===== config.mk =====
export PLATFORM = sky130hd
export DESIGN_NAME = vga_sync_gen_flat
export DESIGN_NICKNAME = d
export VERILOG_FILES = /design/src/rtl/vga_sync_gen_if.sv /design/src/rtl/vga_sync_gen.sv /design/src/flat_wrapper.sv
export SDC_FILE = /design/constraint.sdc
export NUM_CORES = 1
export LEC_CHECK = 0
export CORE_MARGIN = 2
export CORE_UTILIZATION = 58
export CTS_CLUSTER_DIAMETER = 200
export CTS_CLUSTER_SIZE = 20
export DETAILED_ROUTE_END_ITERATION = 10
export GPL_TIMING_DRIVEN = 0
export MAX_ROUTING_LAYER = met4
export PLACE_DENSITY = 0.85
export SYNTH_ARGS = -nofsm -noshare
export SYNTH_HDL_FRONTEND = slang
export SYNTH_SLANG_ARGS = --single-unit

===== constraint.sdc =====
create_clock -name clk -period 4.7 [get_ports clk]
set_input_delay 0.47 -clock clk [delete_from_list [all_inputs] [get_ports clk]]
set_output_delay 0.47 -clock clk [all_outputs]
set_load 0.01 [all_outputs]

===== src/rtl/vga_sync_gen_if.sv =====
// Video timing bundle: the generator drives position and sync, the consumer supplies the pixel tick.
interface vga_sync_gen_if;
   logic        en;
   logic        h_sync;
   logic        v_sync;
   logic        disp_active;
   logic [11:0] col_count;
   logic [11:0] row_count;
   logic        line_start;
   logic        frame_start;

   modport master (
      input  en,
      output h_sync, v_sync, disp_active, col_count, row_count, line_start, frame_start
   );

   modport slave (
      output en,
      input  h_sync, v_sync, disp_active, col_count, row_count, line_start, frame_start
   );
endinterface


===== src/rtl/vga_sync_gen.sv =====
// Raster position counter with registered sync/blank decode; every output describes the
// position presented in the same cycle because the decode works from the next position.
module vga_sync_gen #(
   parameter int TOTAL_COLS    = 800,
   parameter int TOTAL_ROWS    = 525,
   parameter int DISP_COLS     = 640,
   parameter int DISP_ROWS     = 480,
   parameter int H_FRONT_PORCH = 16,
   parameter int H_BACK_PORCH  = 48,
   parameter int V_FRONT_PORCH = 10,
   parameter int V_BACK_PORCH  = 33
) (
   input  logic          clk,
   input  logic          rst,
   vga_sync_gen_if.master vga
);

   localparam int H_SYNC_W = TOTAL_COLS - DISP_COLS - H_FRONT_PORCH - H_BACK_PORCH;
   localparam int V_SYNC_W = TOTAL_ROWS - DISP_ROWS - V_FRONT_PORCH - V_BACK_PORCH;

   if (TOTAL_COLS > 4096 || TOTAL_ROWS > 4096) begin : g_bad_total
      $error("vga_sync_gen: TOTAL_COLS and TOTAL_ROWS must not exceed 4096");
   end
   if (H_SYNC_W < 1 || V_SYNC_W < 1) begin : g_bad_sync
      $error("vga_sync_gen: porches leave no room for a sync pulse");
   end

   localparam logic [11:0] COL_LAST = 12'(TOTAL_COLS - 1);
   localparam logic [11:0] ROW_LAST = 12'(TOTAL_ROWS - 1);
   localparam logic [12:0] H_DISP   = 13'(DISP_COLS);
   localparam logic [12:0] V_DISP   = 13'(DISP_ROWS);
   localparam logic [12:0] HS_BEGIN = 13'(DISP_COLS + H_FRONT_PORCH);
   localparam logic [12:0] HS_END   = 13'(DISP_COLS + H_FRONT_PORCH + H_SYNC_W);
   localparam logic [12:0] VS_BEGIN = 13'(DISP_ROWS + V_FRONT_PORCH);
   localparam logic [12:0] VS_END   = 13'(DISP_ROWS + V_FRONT_PORCH + V_SYNC_W);

   logic [11:0] col_q, row_q;
   logic [11:0] col_nxt, row_nxt;
   logic [12:0] col_ext, row_ext;
   logic        h_sync_q, v_sync_q, disp_q, line_q, frame_q;
   logic        h_sync_nxt, v_sync_nxt, disp_nxt;

   always_comb begin
      // NOTE: every signal gets a value before any branch, so no path can infer a latch.
      col_nxt = col_q + 12'd1;
      row_nxt = row_q;
      if (col_q == COL_LAST) begin
         col_nxt = '0;
         row_nxt = (row_q == ROW_LAST) ? '0 : row_q + 12'd1;
      end
   end

   // Decode the position about to be loaded so the flops land in step with the counters.
   always_comb begin
      col_ext    = {1'b0, col_nxt};
      row_ext    = {1'b0, row_nxt};
      h_sync_nxt = !(col_ext >= HS_BEGIN && col_ext < HS_END);
      v_sync_nxt = !(row_ext >= VS_BEGIN && row_ext < VS_END);
      disp_nxt   = (col_ext < H_DISP) && (row_ext < V_DISP);
   end

   always_ff @(posedge clk) begin
      // NOTE: sequential state uses non-blocking assignment so every flop samples pre-edge values.
      if (rst) begin
         col_q    <= COL_LAST;
         row_q    <= ROW_LAST;
         h_sync_q <= 1'b1;
         v_sync_q <= 1'b1;
         disp_q   <= 1'b0;
         line_q   <= 1'b0;
         frame_q  <= 1'b0;
      end else if (vga.en) begin
         col_q    <= col_nxt;
         row_q    <= row_nxt;
         h_sync_q <= h_sync_nxt;
         v_sync_q <= v_sync_nxt;
         disp_q   <= disp_nxt;
         line_q   <= (col_nxt == '0);
         frame_q  <= (col_nxt == '0) && (row_nxt == '0);
      end else begin
         line_q   <= 1'b0;
         frame_q  <= 1'b0;
      end
   end

   assign vga.col_count   = col_q;
   assign vga.row_count   = row_q;
   assign vga.h_sync      = h_sync_q;
   assign vga.v_sync      = v_sync_q;
   assign vga.disp_active = disp_q;
   assign vga.line_start  = line_q;
   assign vga.frame_start = frame_q;

endmodule


===== src/flat_wrapper.sv =====
// flat-port wrapper written by rule: the top's interface ports become plain ports
module vga_sync_gen_flat 
#(
   parameter int TOTAL_COLS    = 800,
   parameter int TOTAL_ROWS    = 525,
   parameter int DISP_COLS     = 640,
   parameter int DISP_ROWS     = 480,
   parameter int H_FRONT_PORCH = 16,
   parameter int H_BACK_PORCH  = 48,
   parameter int V_FRONT_PORCH = 10,
   parameter int V_BACK_PORCH  = 33
)
  (clk, rst, vga_en, vga_h_sync, vga_v_sync, vga_disp_active, vga_col_count, vga_row_count, vga_line_start, vga_frame_start);
  vga_sync_gen_if vga_i ();
  input  logic clk;
  input  logic rst;
  input wire logic [$bits(vga_i.en)-1:0] vga_en;
  output wire logic [$bits(vga_i.h_sync)-1:0] vga_h_sync;
  output wire logic [$bits(vga_i.v_sync)-1:0] vga_v_sync;
  output wire logic [$bits(vga_i.disp_active)-1:0] vga_disp_active;
  output wire logic [$bits(vga_i.col_count)-1:0] vga_col_count;
  output wire logic [$bits(vga_i.row_count)-1:0] vga_row_count;
  output wire logic [$bits(vga_i.line_start)-1:0] vga_line_start;
  output wire logic [$bits(vga_i.frame_start)-1:0] vga_frame_start;
  assign vga_i.en = vga_en;
  assign vga_h_sync = vga_i.h_sync;
  assign vga_v_sync = vga_i.v_sync;
  assign vga_disp_active = vga_i.disp_active;
  assign vga_col_count = vga_i.col_count;
  assign vga_row_count = vga_i.row_count;
  assign vga_line_start = vga_i.line_start;
  assign vga_frame_start = vga_i.frame_start;
  vga_sync_gen #(.TOTAL_COLS(TOTAL_COLS), .TOTAL_ROWS(TOTAL_ROWS), .DISP_COLS(DISP_COLS), .DISP_ROWS(DISP_ROWS), .H_FRONT_PORCH(H_FRONT_PORCH), .H_BACK_PORCH(H_BACK_PORCH), .V_FRONT_PORCH(V_FRONT_PORCH), .V_BACK_PORCH(V_BACK_PORCH)) u_core (.clk(clk), .rst(rst), .vga(vga_i));
endmodule

Word level (Yosys, flattened, before mapping)
Index checks and enable logic that the tools add are counted.
{"block": "op_classes", "n_shift": 0, "n_reduce_logical": 9, "n_div": 0, "n_lt_le_gt_ge": 6, "add_sub_neg": 2, "n_mux": 3, "multipliers": 0, "eq_ne": 2, "n_bitwise": 1}
{"op": "$mux 12", "count": 3}
{"op": "$add 12x1->12 const B", "count": 2}
{"op": "$eq 12x10->1 const B", "count": 2}
{"op": "$logic_not 12->1", "count": 2}
{"op": "$lt 12x10->1 const B", "count": 2}
{"op": "$lt 12x9->1 const B", "count": 2}
{"op": "$ge 12x10->1 const B", "count": 1}
{"op": "$ge 12x9->1 const B", "count": 1}
{"op": "$logic_and 1x1->1", "count": 4}
{"op": "$logic_not 1->1", "count": 2}
{"op": "$reduce_or 2->1", "count": 1}
{"op": "$not 1->1", "count": 1}
{"block": "word_totals", "rom_bits": 0, "reg_bits": 29, "word_cells": 30, "mem_count": 0, "mem_bits_rw": 0, "latchBits": 0}

Depth between registers and ports, before layout
Gate-level depths: netlist of run 1.
{"block": "logic_depth", "word_depth": 6, "depth_mapped": 9}

Worst setup path after synthesis of run 1
No wires, ideal clock.
{"block": "synth_timing", "kind": "reg2reg", "startpoint": "register u_core.col_q[0], in the netlist u_core.vga.col_count[0]", "endpoint": "register u_core.row_q[11], in the netlist u_core.vga.row_count[11]", "required_time_ps": 4630, "path_stages_with_launch": 8, "n_path_buf": 0, "path_slack_ps": 2244, "setup_time_ps": 70, "arrival_ps": 2386, "cell_sequence": "dfxtp_1 ha_1 nand4_1 or4_4 nor4_4 nand3_1 or4_1 a21oi_1"}
{"block": "synth_via", "elab_chain_len": 2}
{"element": "start: declaration", "line": "vga_sync_gen.sv:37", "rtl": "logic [11:0] col_q, row_q;"}
{"element": "start signal: assignment", "line": "vga_sync_gen.sv:73", "rtl": "col_q <= col_nxt;"}
{"element": "$eq 12x10->1", "line": "vga_sync_gen.sv:47", "rtl": "if (col_q == COL_LAST) begin"}
{"element": "$mux 12", "line": "vga_sync_gen.sv:47"}
{"element": "end signal: assignment", "line": "vga_sync_gen.sv:74", "rtl": "row_q <= row_nxt;"}
{"element": "end: declaration", "line": "vga_sync_gen.sv:37"}
No other way between the ends.
A chain may end at the register's enable or synchronous reset.

Worst setup path in the final report of run 1
{"block": "layout_timing", "startpoint": "register u_core.col_q[0], in the netlist u_core.vga.col_count[0]", "endpoint": "register u_core.frame_q, in the netlist u_core.vga.frame_start"}
{"block": "layout_via", "elab_chain_len": 4, "elab_cells_between_ends": 7, "classes_between": "add/sub: 1; eq/ne: 1; mux: 2; reduce/logical: 3"}
{"element": "$add 12x1->12 / $eq 12x10->1 (equally long branches)", "line": "vga_sync_gen.sv:45, vga_sync_gen.sv:47"}
{"element": "$mux 12", "line": "vga_sync_gen.sv:47"}
{"element": "$logic_not 12->1", "line": "vga_sync_gen.sv:79", "rtl": "frame_q <= (col_nxt == '0) && (row_nxt == '0);"}
{"element": "$logic_and 1x1->1 (*)", "line": "vga_sync_gen.sv:79"}
{"element": "end signal: assignment", "line": "vga_sync_gen.sv:79"}
{"element": "end: declaration", "line": "vga_sync_gen.sv:40", "rtl": "logic h_sync_q, v_sync_q, disp_q, line_q, frame_q;"}
Every way passes the cells marked *; elsewhere a longest branch is shown, timed or not.

==> metrics.csv, run 1 <==
metric,value,unit
run status,"complete, no violations",
fraction of layout cells with a size suffix above 1,0.0921,
area occupied by multi-input gates,0.00131,mm2
initial antenna violation count,0,
# fillers,277,
H-tree depth,2,
gr usage total,0.290,
Worst Setup Path Type,flip-flop to flip-flop,
setup TNS,0,ps
largest net degree at the start of global routing,11,
later-pin clock latency in the skew report,340,ps
vias in the first global route,1825,
worst-case clock buffer depth,2,
CP endpoint kind,flip-flop,
FF/Latch Area,581,um2
clock buffer count from CTS,5,
Mapped Area,0.00207,mm2
WP data arrival,3290,ps
Worst-path clk slew,90,ps
fin area,0.00247,mm2
WP data required,4970,ps
r2r endpoint,u_core.vga.frame_start,
first-pass GRT wire length,8.95,mm
1st-iter DRT viols,246,
worst slew pin tran,951,ps
Max transition margin,0.360,
hpwl dp,3.86,mm
DRC violations left,0,
drt total wl,5.31,mm
reg2reg start,u_core.vga.col_count[0],
PwrDens,292,mW/mm2
Final Core Density,0.728,
worst vdd rail ir drop,0.215,mV
Critical Path Fanout Max,10,
Post-CTS Resized,0,
Max Slew Vio Count,0,
Final Hold Viols,0,
Hold/Removal Path Class,input port to flip-flop,
Hold EP,u_core.vga.col_count[10],
Final min period,3020,ps
"Primary FF master, synth",dfxtp_1,
FP Rows,21,
post-synthesis cell type count,60,
unrepaired setup endpoints after global routing,false,
vias per inst,6.31,
CTS tree,built,
Hold Slack,346,ps
#FFs+latches synth,29,
hold depth,2,
routed len/inst,15.2,um
# diodes,0,
total of max-cap violations,0,
routability cong.,0.939,
Die Ht,63.7,um
root buffer cell,clkbuf_4,
die extent in x,63.7,um
R2R depth,8,
Yosys Warn Count,0,
area delta synth->final,19.5,%
"Setup Fix Bufs, Post-CTS",0,
final setup vio count,0,
syn nets,274,
Clock Skew,8.09,ps
fin crit share,0.643,
syn avg cell area,7.71,um2
Area after DPL,0.00241,mm2
TritonCTS sink count,29,
Final Net Count,310,
Top Ports,32,
DR vias,2208,
Mapped Cells,268,
R2R setup slack,1680,ps
Detailed Routing Iterations Pass 1,5,
"Remaining Overflow, GRT",0,
count of input and output buffers,29,
remaining antenna violation count after routing,0,
CTS Hold Buffers Added,0,
CP Launch Type,flip-flop,
LEAKAGE,0.000951,uW
worst hold start,rst,
"EDFF count, synth",0,
FMAX,0.331,GHz
post-synthesis async set-or-reset flop share,0,
"Seq/Total Area, Yosys",0.281,
Core Region,0.00339,mm2
initial core utilization,0.609,
die area,0.00406,mm2
==> layout by cell type, fill, tap and decap left out, drive strengths merged, types with 3 or more instances in the layout <==
master	instances
a211oi	4
a21oi	13
a31oi	7
and3	8
buf	11
clkbuf	17
clkdlybuf4s50	29
dfxtp	29
ha	3
inv	9
nand2	30
nand3	15
nand3b	3
nand4	7
nor2	21
nor3	12
nor4	8
o21ai	15
or3	4
or4	3
xnor2	8
xor2	7
==> per-stage QoR <==
step | total power [uW] | setup slack, ps | std cells
after CTS | 717 | 1800 | 350
after global placement | 556 | 1860 | 343
final | 720 | 1680 | 350
after global routing | 763 | 1470 | 350
after floorplan | 482 | 2240 | 268
after detailed placement | 559 | 1850 | 343
==> layer usage <==
| layer | track usage | part of all wire |
|---|---|---|
| met1 | 0.432 | 0.48 |
| met3 | 0.0625 | 0.094 |
| met4 | 0.106 | 0.016 |
| met2 | 0.378 | 0.41 |
| met5 | - | 0 |
==> sequential cells by signal (all words and copies together) (netlist names) <==
| name | flops |
|---|---|
| u_core.vga.col_count | 12 |
| u_core.vga.h_sync | 1 |
| u_core.vga.disp_active | 1 |
| u_core.vga.line_start | 1 |
| u_core.vga.row_count | 12 |
| u_core.vga.frame_start | 1 |
| u_core.vga.v_sync | 1 |
==> kinds of logic (layout without fill, tap and decap cells) <==
family	after synthesis	in the layout	share of synthesized area
flops	29	29	0.281
mux	3	3	0.0157
compound gates	63	63	0.204
fa+ha+maj	3	3	0.0182
xor+xnor	15	15	0.0636
buf+inv	31	67	0.0866
simple gates	124	124	0.331
==> cell usage after synthesis, drive strengths merged (3+ instances only) <==
cell type	n	area, um2
inv	9	33.8
buf	11	87.6
nand2	30	113
a211oi	4	30.0
a31oi	7	43.8
o21ai	15	75.1
nor4	8	65.1
clkbuf	10	48.8
ha	3	37.5
dfxtp	29	581
nand3b	3	22.5
nor2	21	78.8
and3	8	50.1
xor2	7	61.3
or3	4	25.0
nor3	12	60.1
a21oi	13	65.1
xnor2	8	70.1
nand3	15	75.1
nand4	7	43.8
or4	3	26.3
==> worst max-delay path by stage <==
stage                       startpoint                       end  slack (ps)  cells past startpoint
6_report       u_core.vga.col_count[0]    u_core.vga.frame_start        1680                      8
2_1_floorplan  u_core.vga.col_count[0]  u_core.vga.row_count[11]        2240                      7
4_1_cts        u_core.vga.row_count[0]    u_core.vga.frame_start        1800                      6
3_3_place_gp   u_core.vga.col_count[0]    u_core.vga.frame_start        1860                      8
3_5_place_dp   u_core.vga.row_count[1]    u_core.vga.frame_start        1850                      6
5_1_grt        u_core.vga.col_count[0]    u_core.vga.frame_start        1470                      8
==> power breakdown <==
| group | switching, uW | internal, uW |
|---|---|---|
| logic | 157 | 124 |
| clock network | 89.1 | 70.5 |
| registers | 18.3 | 261 |
| total | 265 | 455 |
==> worst max-delay path, cell delays in order, from the launching register on <==
cell and delay [ps]:
dfxtp_1 450, ha_1 290, nand4_1 320, nor4_1 490, buf_2 330, nand2_1 110, mux2_2 270, a2111oi_0 420
and4_1 280
==> final cells by class <==
cell class | count | share of cell area
Buffer | 22 | 0.0588
Timing Repair Buffer | 29 | 0.118
Inverter | 9 | 0.0137
Multi-Input combinational cell | 208 | 0.529
Sequential cell | 29 | 0.235
Clock buffer | 7 | 0.0223
Tap cell | 46 | 0.0233
Power figures use the tool's default switching activity.
==> run 2: changes to the inputs <==
CORE_UTILIZATION = 54   (was 58)
PLACE_DENSITY = 0.8   (was 0.85)
clock period = 2.9 ns   (was 4.7 ns; I/O delays follow)
==> run 2 against run 1 <==
Effect of this change:
- critical path depth is 1 lower
- wire length is 2.1% higher
- clock power is 130% higher
- global-route usage is 2.2 points lower
- power is 80% higher
- count of clock-buffer cells in the layout stayed put
- design area is 3.6% higher
- die area is 6.9% higher
- register-to-register slack worse by 1500 ps
- largest cell class unchanged
- utilization is 3.0 points lower
==> metrics.csv, run 2 (synthesized netlist as in run 1, its figures left out) <==
metric,value,unit,change
run status,"complete, no violations",,unchanged
CP endpoint kind,flip-flop,,unchanged
fin area,0.00256,mm2,was 0.00247 mm2
H-tree depth,2,,unchanged
Final min period,2770,ps,was 3020 ps
Final Non-Filler Cells,355,,was 350
Final Core Density,0.699,,was 0.728
Core Region,0.00366,mm2,was 0.00339 mm2
initial antenna violation count,0,,unchanged
"Largest stage delay, worst path",740,ps,was 490 ps
Detailed Routing Iterations Pass 1,5,,unchanged
hpwl dp,3.84,mm,was 3.86 mm
Worst Setup Path Type,flip-flop to flip-flop,,unchanged
routability cong.,0.935,,was 0.939
CTS tree,built,,unchanged
vias per inst,6.25,,was 6.31
drt total wl,5.42,mm,was 5.31 mm
later-pin clock latency in the skew report,280,ps,was 340 ps
setup TNS,0,ps,unchanged
most frequent cells in the layout,"30 x nand2_1, 29 x clkdlybuf4s50_1, 29 x dfxtp_1, 21 x nor2_1",,unchanged
worst path cell trace,ha_1 -> nand4_1 -> buf_4 -> nor4_1 -> nand2_1 -> or4_1 -> nand3_1,,was ha_1 -> nand4_1 -> nor4_1 -> buf_2 -> nand2_1 -> mux2_2 -> a2111oi_0 -> and4_1
clock buffer count from CTS,5,,unchanged
die extent in x,65.9,um,was 63.7 um
Die Ht,65.9,um,was 63.7 um
root buffer cell,clkbuf_8,,was clkbuf_4
DRC violations left,0,,unchanged
Top Ports,32,,unchanged
Hold Slack,241,ps,was 346 ps
R2R depth,7,,was 8
Area after DPL,0.00242,mm2,was 0.00241 mm2
worst path bufs/invs,1,,unchanged
worst-case clock buffer depth,2,,unchanged
CP top delay family,simple AND/OR/NAND/NOR gates,,unchanged
largest net degree at the start of global routing,11,,unchanged
"most common cell after layout, fill and taps aside",nand2_1,,unchanged
fraction of layout cells with a size suffix above 1,0.117,,was 0.0921
R2R setup slack,130,ps,was 1680 ps
Clock Skew,5.10,ps,was 8.09 ps
# diodes,0,,unchanged
vias in the first global route,1867,,was 1825
Worst-path clk slew,60,ps,was 90 ps
worst vdd rail ir drop,0.411,mV,was 0.215 mV
WP data required,3110,ps,was 4970 ps
TritonCTS sink count,29,,unchanged
gr usage total,0.268,,was 0.290
PwrDens,508,mW/mm2,was 292 mW/mm2
Critical Path Fanout Max,7,,was 10
worst slew pin tran,972,ps,was 951 ps
fin crit share,0.954,,was 0.643
die area,0.00434,mm2,was 0.00406 mm2
area delta synth->final,23.8,%,was 19.5%
WP data arrival,2980,ps,was 3290 ps
Hold EP,u_core.vga.col_count[10],,unchanged
FP Rows,22,,was 21
Max Slew Vio Count,0,,unchanged
FMAX,0.362,GHz,was 0.331 GHz
Max transition margin,0.346,,was 0.360
Placed Cells,345,,was 343
final setup vio count,0,,unchanged
Final Hold Viols,0,,unchanged
Crit-path slowest cell,nor4_1,,unchanged
1st-iter DRT viols,257,,was 246
worst hold start,rst,,unchanged
r2r endpoint,u_core.vga.row_count[3],,was u_core.vga.frame_start
Final Net Count,312,,was 310
count of input and output buffers,29,,unchanged
remaining antenna violation count after routing,0,,unchanged
total of max-cap violations,0,,unchanged
routed len/inst,15.3,um,was 15.2 um
initial core utilization,0.564,,was 0.609
Hold/Removal Path Class,input port to flip-flop,,unchanged
reg2reg start,u_core.vga.col_count[0],,unchanged
hold depth,2,,unchanged
LEAKAGE,0.000985,uW,was 0.000951 uW
DR vias,2217,,was 2208
CP Launch Type,flip-flop,,unchanged
"Remaining Overflow, GRT",0,,unchanged
first-pass GRT wire length,8.78,mm,was 8.95 mm
## run 2: cell count changes in the layout (fill, tap and decap cells not counted), moves of 2 or more
cell | before | now
nor4_1 | 7 | 4
clkbuf_4 | 5 | 0
clkbuf_8 | 2 | 8
nor4_2 | 0 | 3
buf_4 | 1 | 3
## run 2: worst max-delay path by stage
stage | startpoint | endpoint | slack, ps | cells past startpoint
after floorplan | u_core.vga.col_count[0] | u_core.vga.row_count[11] | 440 | 7
after global placement | u_core.vga.col_count[0] | u_core.vga.frame_start | 7 | 8
after detailed placement | u_core.vga.col_count[0] | u_core.vga.frame_start | -10 | 8
after CTS | u_core.vga.row_count[1] | u_core.vga.frame_start | 50 | 6
after global routing | u_core.vga.col_count[0] | u_core.vga.v_sync | -0.9 | 8
final | u_core.vga.col_count[0] | u_core.vga.row_count[3] | 130 | 7
## run 2: timing repair
action,in CTS,in global routing
setup buffers,0,2
hold endpoints to repair,0,0
gates resized for setup,1,4
setup endpoints to repair,1,6
hold buffers,0,0
pin swaps,0,1
cloned,0,0
## run 2: cell type report
cell class | count | area [um2]
Clock buffer | 7 | 96.3
Timing Repair Buffer | 31 | 305
Clock inverter | 1 | 5.00
Multi-Input combinational cell | 208 | 1330
Sequential cell | 29 | 581
Buffer | 22 | 145
Tap cell | 48 | 60.1
Inverter | 9 | 33.8
Fill cell | 285 | 1100
## run 2: routing by layer
metal	share of wire	GRT usage	vias up
li1	-	-	1072
met1	0.46	0.395	1009
met2	0.43	0.359	122
met3	0.089	0.0528	14
met4	0.018	0.102	0
met5	0	-	-
## run 2: through the flow
stage | power, uW | setup WS [ps]
after floorplan | 782 | 444
after CTS | 1270 | 45.7
after global placement | 897 | 7.06
after global routing | 1370 | -0.914
after detailed placement | 902 | -9.98
final | 1300 | 134
## run 2: power breakdown
group | switching (uW) | leakage, uW | total [uW] | internal, uW
sequential | 29.1 | 0.000236 | 452 | 423
clock | 156 | 0.0000542 | 370 | 214
combinational | 264 | 0.000695 | 476 | 212
## run 2: worst reg2reg max path, stage by stage (launching register included)
cell and delay, ps:
dfxtp_1 440, ha_1 300, nand4_1 110, buf_4 180
nor4_1 740, nand2_1 310, or4_1 520, nand3_1 90
